## src/rtl/spi_mult_pkg.sv

```systemverilog
// Shared encodings for the SPI multiplier peripheral: shift-register modes
// and the transaction sequencer state set.
package spi_mult_pkg;

  typedef enum logic [1:0] {
    SR_HOLD      = 2'b00,
    SR_SHIFT_IN  = 2'b01,
    SR_LOAD      = 2'b10,
    SR_SHIFT_OUT = 2'b11
  } sr_mode_t;

  typedef enum logic [2:0] {
    IDLE,
    RECV,
    START,
    WAIT,
    LOAD,
    SEND,
    FIN,
    ERR
  } state_t;

endpackage

```

## src/rtl/spi_bit_counter.sv

```systemverilog
// Frame bit counter shared by the receive and transmit phases; tc flags the
// increment that brings the count to DATA_W.
module spi_bit_counter #(
  parameter int DATA_W = 8
) (
  input  logic clk,
  input  logic rst_n,
  input  logic clr,
  input  logic inc,
  output logic tc
);

  localparam int CW = $clog2(DATA_W) + 1;
  localparam logic [CW-1:0] LAST = CW'(DATA_W - 1);

  logic [CW-1:0] count;

  // NOTE: sequential state uses non-blocking assignments so every flop
  // samples pre-edge values regardless of block ordering.
  always_ff @(posedge clk or negedge rst_n) begin
    if (!rst_n)   count <= '0;
    else if (clr) count <= '0;
    else if (inc) count <= count + 1'b1;
  end

  assign tc = inc && (count == LAST);

endmodule

```

## src/rtl/spi_mult_sequencer.sv

```systemverilog
// One CS-low frame = receive operand, run multiplier, load product, shift out.
// Abortable by CS rising in any state; WAIT is guarded by a timeout.
module spi_mult_sequencer
  import spi_mult_pkg::*;
#(
  parameter int DATA_W  = 8,
  parameter int TIMEOUT = 16
) (
  input  logic       clk,
  input  logic       rst_n,
  input  logic       cs,
  input  logic       sclk_pos,
  input  logic       sclk_neg,
  input  logic       mult_done,
  output logic [1:0] sr_mode,
  output logic       mult_start,
  output logic       miso_en,
  output logic       busy,
  output logic       err
);

  localparam int TW = $clog2(TIMEOUT) + 1;
  localparam logic [TW-1:0] TO_LAST = TW'(TIMEOUT - 1);

  state_t        state, state_nxt;
  sr_mode_t      mode;
  logic          bit_clr, bit_inc, bit_tc;
  logic [TW-1:0] tcnt;
  logic          to_last;

  // Strobes only count while CS is still low; an abort cycle issues nothing.
  assign bit_inc = !cs && ((state == RECV && sclk_pos) || (state == SEND && sclk_neg));
  assign bit_clr = (state == IDLE && !cs) || (state == LOAD);
  assign to_last = (tcnt == TO_LAST);

  spi_bit_counter #(.DATA_W(DATA_W)) u_bit_cnt (
    .clk   (clk),
    .rst_n (rst_n),
    .clr   (bit_clr),
    .inc   (bit_inc),
    .tc    (bit_tc)
  );

  always_ff @(posedge clk or negedge rst_n) begin
    if (!rst_n) state <= IDLE;
    else        state <= state_nxt;
  end

  // NOTE: every always_comb output gets a default first so no path infers a latch.
  always_comb begin
    state_nxt = state;
    if (state != IDLE && cs) begin
      state_nxt = IDLE;
    end else begin
      case (state)
        IDLE:    if (!cs) state_nxt = RECV;
        RECV:    if (bit_tc) state_nxt = START;
        START:   state_nxt = WAIT;
        WAIT:    if (mult_done) state_nxt = LOAD;
                 else if (to_last) state_nxt = ERR;
        LOAD:    state_nxt = SEND;
        SEND:    if (bit_tc) state_nxt = FIN;
        default: state_nxt = state;
      endcase
    end
  end

  always_comb begin
    mode       = SR_HOLD;
    mult_start = 1'b0;
    miso_en    = 1'b0;
    case (state)
      RECV:  if (sclk_pos && !cs) mode = SR_SHIFT_IN;
      START: mult_start = !cs;
      LOAD:  if (!cs) mode = SR_LOAD;
      SEND: begin
        miso_en = 1'b1;
        if (sclk_neg && !cs) mode = SR_SHIFT_OUT;
      end
      default: ;
    endcase
  end

  assign sr_mode = mode;
  assign busy    = (state != IDLE);

  always_ff @(posedge clk or negedge rst_n) begin
    if (!rst_n)              tcnt <= '0;
    else if (state == START) tcnt <= '0;
    else if (state == WAIT)  tcnt <= tcnt + 1'b1;
  end

  // Sticky until the next frame begins, so the host can read it after CS rises.
  always_ff @(posedge clk or negedge rst_n) begin
    if (!rst_n)                              err <= 1'b0;
    else if (state == IDLE && !cs)           err <= 1'b0;
    else if (state == WAIT && state_nxt == ERR) err <= 1'b1;
  end

endmodule

```

## config.mk

```make
export PLATFORM = sky130hd
export DESIGN_NAME = spi_mult_sequencer
export DESIGN_NICKNAME = d
export VERILOG_FILES = /design/src/rtl/spi_mult_pkg.sv /design/src/rtl/spi_bit_counter.sv /design/src/rtl/spi_mult_sequencer.sv
export SDC_FILE = /design/constraint.sdc
export NUM_CORES = 1
export LEC_CHECK = 0
export CORE_ASPECT_RATIO = 0.9
export CORE_UTILIZATION = 45
export CTS_BUF_LIST = sky130_fd_sc_hd__clkbuf_4 sky130_fd_sc_hd__clkbuf_8
export DETAILED_ROUTE_END_ITERATION = 16
export HOLD_SLACK_MARGIN = 0.05
export PLACE_DENSITY_LB_ADDON = 0.08
export SYNTH_ARGS = -nofsm -noshare
export SYNTH_HDL_FRONTEND = slang
export SYNTH_SLANG_ARGS = --single-unit
```

## constraint.sdc

```tcl
create_clock -name clk -period 3.6 [get_ports clk]
set_clock_uncertainty 0.05 [all_clocks]
set_input_delay 0.72 -clock clk [delete_from_list [all_inputs] [get_ports clk]]
set_output_delay 0.72 -clock clk [all_outputs]
set_load 0.03 [all_outputs]
```

==> metrics, run 1 <==
RD Place Congestion=0.8578; antenna-violating nets left=0; worst-margin pin slew=0.6388 ns; part of the Yosys area used for sequential elements=40.75%; setup violators final=0; total power=0.2777 mW; # DRC=0; post-CTS setup buffers=0; setup TNS=0 ns; fin nets=roughly 100; CTS tree=built; leak pwr=roughly 0.4 nW; RSZ-0062 raised after global routing=false; synth warn=0; commonest non-fill, non-tap cell in the layout=dfrtp_1; Synth-to-Final Area Change=17.08%; cts repair resizes=0; H-tree Lvls=1; Metal-1 WL=between 800 and 900 µm; Syn Area/Cell=9.391 µm²; Synth area leaders=dfrtp_1 41%, mux2i_1 5.0%, ha_1 4.7%; clk buf depth=2; critical path launch point type=primary input; DR vias/cell=5.441; CTS buffer count=3; highest-delay cell along the critical path=clkdlybuf4s50_1; Total Routing Usage GR=20.30%; clk sinks=13; cell area after synthesis=798.3 µm²; critical path class=in2out; metal3 WL=~90 µm; VDD IR max=0.0002562 V; die area=1947 µm²; fin. max-slew vios=0; Post-synth ARST share=100.0%; CP top delay family=buffers and inverters; via count=between 600 and 700; CP Max Fanout=7; Post-Route WL=1608 µm; worst skew pair latency=0.28 ns; row cnt=14; met2 WL=693 µm; ANT cells=0; worst path buffer plus inverter count=2; kind of end point of the critical path=primary output; maxcap violations=0; Worst EP required=roughly 2.8 ns; top_reg_cell synth=dfrtp_1; Critical Path Max Stage Delay=about 0.67 ns; global-route wire length before repair=~2800 µm; Pre-Repair DR Iteration Count=4; hold buffer count at CTS=0; root buf cell=clkbuf_4; Hold Vio Cnt, Final=0; cell accounting for the most synthesized area=dfrtp_1; number of global-route vias before repair=628; largest net degree at the start of global routing=20; top sig layer=met4; commonest cells after routing, fill and taps aside=13 x dfrtp_1, 11 x clkdlybuf4s50_1, 6 x nand2_1, 6 x o21ai_0; synthesized instance count=85; outcome=finished, final reports clean; Detail Placement HPWL=1119 µm; GRT overflow=0; Unique masters post-synth=33; Slew headroom=between 50% and 60%; Die Height=41.96 µm; Crit path arrival time=2.41 ns; min-delay worst type=reg2reg; antenna violations before repair=0; Die W=46.40 µm; clk slew on worst S/H paths=0.09 ns; I/O Pins=12; Max Fclk=between 300 and 400 MHz; Power Dens Cells=297.1 nW/µm²; number of synthesized flops with an enable pin=0; Synth top area share=40.75%; CP cell instances=clkdlybuf4s50_1 > or3b_1 > nor2_1 > clkdlybuf4s50_1; share of layout cells above drive strength 1=10.64%; Initial Util=~48%; syn_nets=94; number of port buffers=11; Initial DRC Count=18; fin crit share=88.30%; Crit path top cell by count=clkdlybuf4s50_1; layout filler cell count=158; #FFs+latches synth=13; core area=1664 µm²; routed len/inst=around 14 µm; minimum clock period=3.179 ns
-- per-stage QoR --
stage	setup WS (ns)	instance area, µm²	instances	hold WS (ns)	utilization (%)
2_1_floorplan	0.4230	798.3	85	0.3744	-
3_3_place_gp	0.4221	907.1	114	0.4220	54.51
3_5_place_dp	0.4184	907.1	114	0.4301	54.51
4_1_cts	0.4134	934.6	118	0.4523	56.17
5_1_grt	0.3071	934.6	118	0.5078	56.17
6_report	0.4210	934.6	118	0.4501	56.17
-- flip-flops by register name, indices dropped and copies added (netlist names) --
name and count:
tcnt 5, err 1, state 3, u_bit_cnt.count 4
-- power by group --
part,switching (mW),leakage [nW],internal (mW)
clock network,0.0537,0.0177,0.0413
logic,0.0156,0.194,0.0136
registers,0.00499,0.178,0.149
total,0.0742,0.390,0.203
-- layer usage --
metal  vias to the layer above  GRT usage (%)
met5                         -              0
met4                         0          8.235
met3                         2          7.391
met2                        16          27.50
met1                       295          28.77
li1                        329              -
-- worst paths after layout --
path	cells past startpoint	slack (ns)	start	end
setup / recovery	4	0.42	cs	sr_mode[0]
setup reg to reg	3	1.56	state[0]	err
max in group asynchronous	1	2.32	rst_n	u_bit_cnt.count[1]
min in group asynchronous	1	0.77	rst_n	tcnt[0]
hold reg to reg	2	0.45	tcnt[4]	tcnt[4]
hold / removal	2	0.45	tcnt[4]	tcnt[4]
-- kinds of logic (layout without fill, tap and decap cells) --
logic type | after synthesis | after routing | share of synthesized area (%)
adder cells (fa/ha/maj) | 3 | 3 | 4.703
buffers and inverters | 10 | 19 | 6.269
AO/OA/AOI/OAI | 19 | 19 | 15.68
multiplexers | 6 | 6 | 7.837
flip-flops | 13 | 13 | 40.75
AND/OR/NAND/NOR | 34 | 34 | 24.77
-- cell usage after synthesis (all sizes together) (4+ instances only) --
master  number
mux2i        4
nor3b        4
o21ai        6
dfrtp       13
a21oi        4
nand3        4
nand2        6
clkbuf       4
-- tightest hold or removal path: cells and delay by family, from the launching register on --
kind / cells / cell delay (ns)
AND/OR/NAND/NOR: 1 / 0.04
flip-flops: 1 / 0.35
AO/OA/AOI/OAI: 1 / 0.07
-- area by class of cell --
class                      instances  area (µm²)  share of cell area, %
tap                               24       30.03                  3.213
multi-input combinational         62       422.9                  45.25
timing repair buffer              12       117.6                  12.58
clock buffer                       3       22.52                  2.410
inverter                           3       11.26                  1.205
clock inverter                     1       5.005                 0.5355
sequential                        13       325.3                  34.81
Power figures use the tool's default switching activity.
==> inputs of run 2 (changes only) <==
Settings changed: MAX_ROUTING_LAYER from default to met4.
Clock period 3.6 ns to 4.1 ns, I/O delays scaled along.
==> run 2 against run 1 <==
  * Global-route usage shrank 1.7 points
  * Total power down 12%
  * Flip-flop and latch count unchanged
  * Cell area down 0.54%
  * Sequential power down 12%
  * Combinational power shrank 15%
  * Count of clock-buffer cells in the layout increased by 1
  * Critical path type unchanged
  * Critical endpoint unchanged
  * Largest cell class unchanged
  * Largest power group unchanged
==> metrics, run 2 (synthesis gave the netlist of run 1 again) <==
Die W=46.40 µm (unchanged); clk slew on worst S/H paths=0.08 ns (about the same); number of port buffers=11 (unchanged); GR Layer Usage met1=26.94% (-1.8 points); core area=1664 µm² (unchanged); post-CTS setup buffers=0 (unchanged); row cnt=14 (unchanged); placed instance area=899.6 µm² (-0.83%); RSZ-0062 raised after global routing=false; global-route wire length before repair=2477 µm (-10%); GR peak layer=met1; critical path launch point type=primary input; Detail Placement HPWL=1102 µm (-1.5%); share of layout cells above drive strength 1=9.677% (-0.96 points); RD Place Congestion=0.8488 (-1.0%); via count=642 (unchanged); Most flops, register=tcnt; cts repair resizes=0 (unchanged); largest registers=tcnt: 5 flops, u_bit_cnt.count: 4 flops, state: 3 flops; Initial Util=47.97% (unchanged); routed len/inst=13.61 µm (-0.15%); VDD IR max=0.0001746 V (-32%); minimum clock period=3.557 ns; Crit path arrival time=2.69 ns (+0.28 ns); GRT overflow=0 (unchanged); largest net degree at the start of global routing=20 (unchanged); setup TNS=0 ns (unchanged); Synth-to-Final Area Change=16.46%; worst skew pair latency=0.27 ns (about the same); root buf cell=clkbuf_4; met2 usage=24.17% (-3.3 points); fin nets=103 (-0.96%); clk sinks=13 (unchanged); Power Dens Cells=262.9 nW/µm² (-12%); antenna-violating nets left=0 (unchanged); Worst EP required=3.23 ns (+0.40 ns); Die Height=41.96 µm (unchanged); Pre-Repair DR Iteration Count=4 (unchanged); ANT cells=0 (unchanged); antenna violations before repair=0 (unchanged); min-delay worst type=reg2reg; fin. max-slew vios=0 (unchanged); kind of end point of the critical path=primary output; layout filler cell count=161 (+1.9%); maxcap violations=0 (unchanged); critical path class=in2out; Max Fclk=281.1 MHz; outcome=finished, final reports clean; H-tree Lvls=1 (unchanged); I/O Pins=12 (unchanged); Hold Vio Cnt, Final=0 (unchanged); # DRC=0 (unchanged); CP Max Fanout=10 (+3); setup violators final=0 (unchanged); commonest non-fill, non-tap cell in the layout=dfrtp_1; die area=1947 µm² (unchanged); hold buffer count at CTS=0 (unchanged); M3 GR Usage=6.522% (-0.87 points); Total Routing Usage GR=18.57% (-1.7 points); Slew headroom=60.43% (+3.1 points); Post-Route WL=1592 µm (-1.0%); CTS buffer count=3 (unchanged); commonest cells after routing, fill and taps aside=13 x dfrtp_1, 11 x clkdlybuf4s50_1, 6 x nand2_1, 6 x o21ai_0; clk buf depth=2 (unchanged); CTS tree=built; Initial DRC Count=10 (-8); max reg flops=5 (unchanged); DR vias/cell=5.487 (+0.85%); fin crit share=86.76%; leak pwr=0.3860 nW (-1.1%); Finished Cell Area=929.6 µm² (-0.54%); number of global-route vias before repair=563 (-10%); worst-margin pin slew=0.5917 ns (-0.04709 ns)
## run 2: cell types whose count changed in the layout (fill, tap and decap cells not counted), sizes merged
cell | previous run | this run
buf | 1 | 0
clkbuf | 3 | 4
clkinv | 1 | 0
## run 2: layer usage
layer	vias up	wire length, µm	share of wire [%]
li1	325	-	-
met1	303	820	52
met2	12	673	42
met3	2	84	5.3
met4	0	13	0.82
met5	-	0	0
## run 2: final timing paths
check,cells after the start,slack [ns],to,from
max in group asynchronous,1,2.75,state[1],rst_n
setup reg to reg,3,2.10,err,state[0]
setup / recovery,4,0.54,sr_mode[0],cs
hold reg to reg,2,0.44,tcnt[4],tcnt[4]
hold / removal,2,0.44,tcnt[4],tcnt[4]
min in group asynchronous,1,0.87,tcnt[0],rst_n
## run 2: where the power goes
group | total [mW] | internal [mW] | switching [mW] | leakage, nW
Sequential | 0.135 | 0.130 | 0.00411 | 0.178
Clock | 0.0851 | 0.0443 | 0.0408 | 0.0184
Combinational | 0.0247 | 0.0113 | 0.0134 | 0.189
## run 2: critical path, stage by stage
cell             delay, ns
clkdlybuf4s50_1       0.57
or3b_1                0.51
nor2_1                0.12
clkdlybuf4s50_1       0.67
## run 2: final cells by class
cell class	instances	area [µm²]	share of cell area, %
multi-input cells	62	422.9	45.49
flip-flops and latches	13	325.3	34.99
repair buffers	11	110.1	11.84
clock buffers	4	30.03	3.230
well taps	24	30.03	3.230
inverters	3	11.26	1.211
## run 2: per-stage QoR
stage               utilization [%]  hold slack [ns]  instances  setup WS [ns]  power, mW
global route                  55.86           0.4811        117         0.4877     0.2587
detailed placement            54.06           0.4290        113         0.5507     0.1621
CTS                           55.86           0.4479        117         0.5530     0.2496
floorplan                         -           0.3998         85         0.7230     0.1516
global placement              54.06           0.4149        113         0.5870     0.1618
finish                        55.86           0.4384        117         0.5430     0.2444
==> inputs of run 3 (changes only) <==
Settings changed: TNS_END_PERCENT from default to 5.
==> results of run 3 <==
Same layout as run 2: the final DEF is identical, and so are final timing and power.
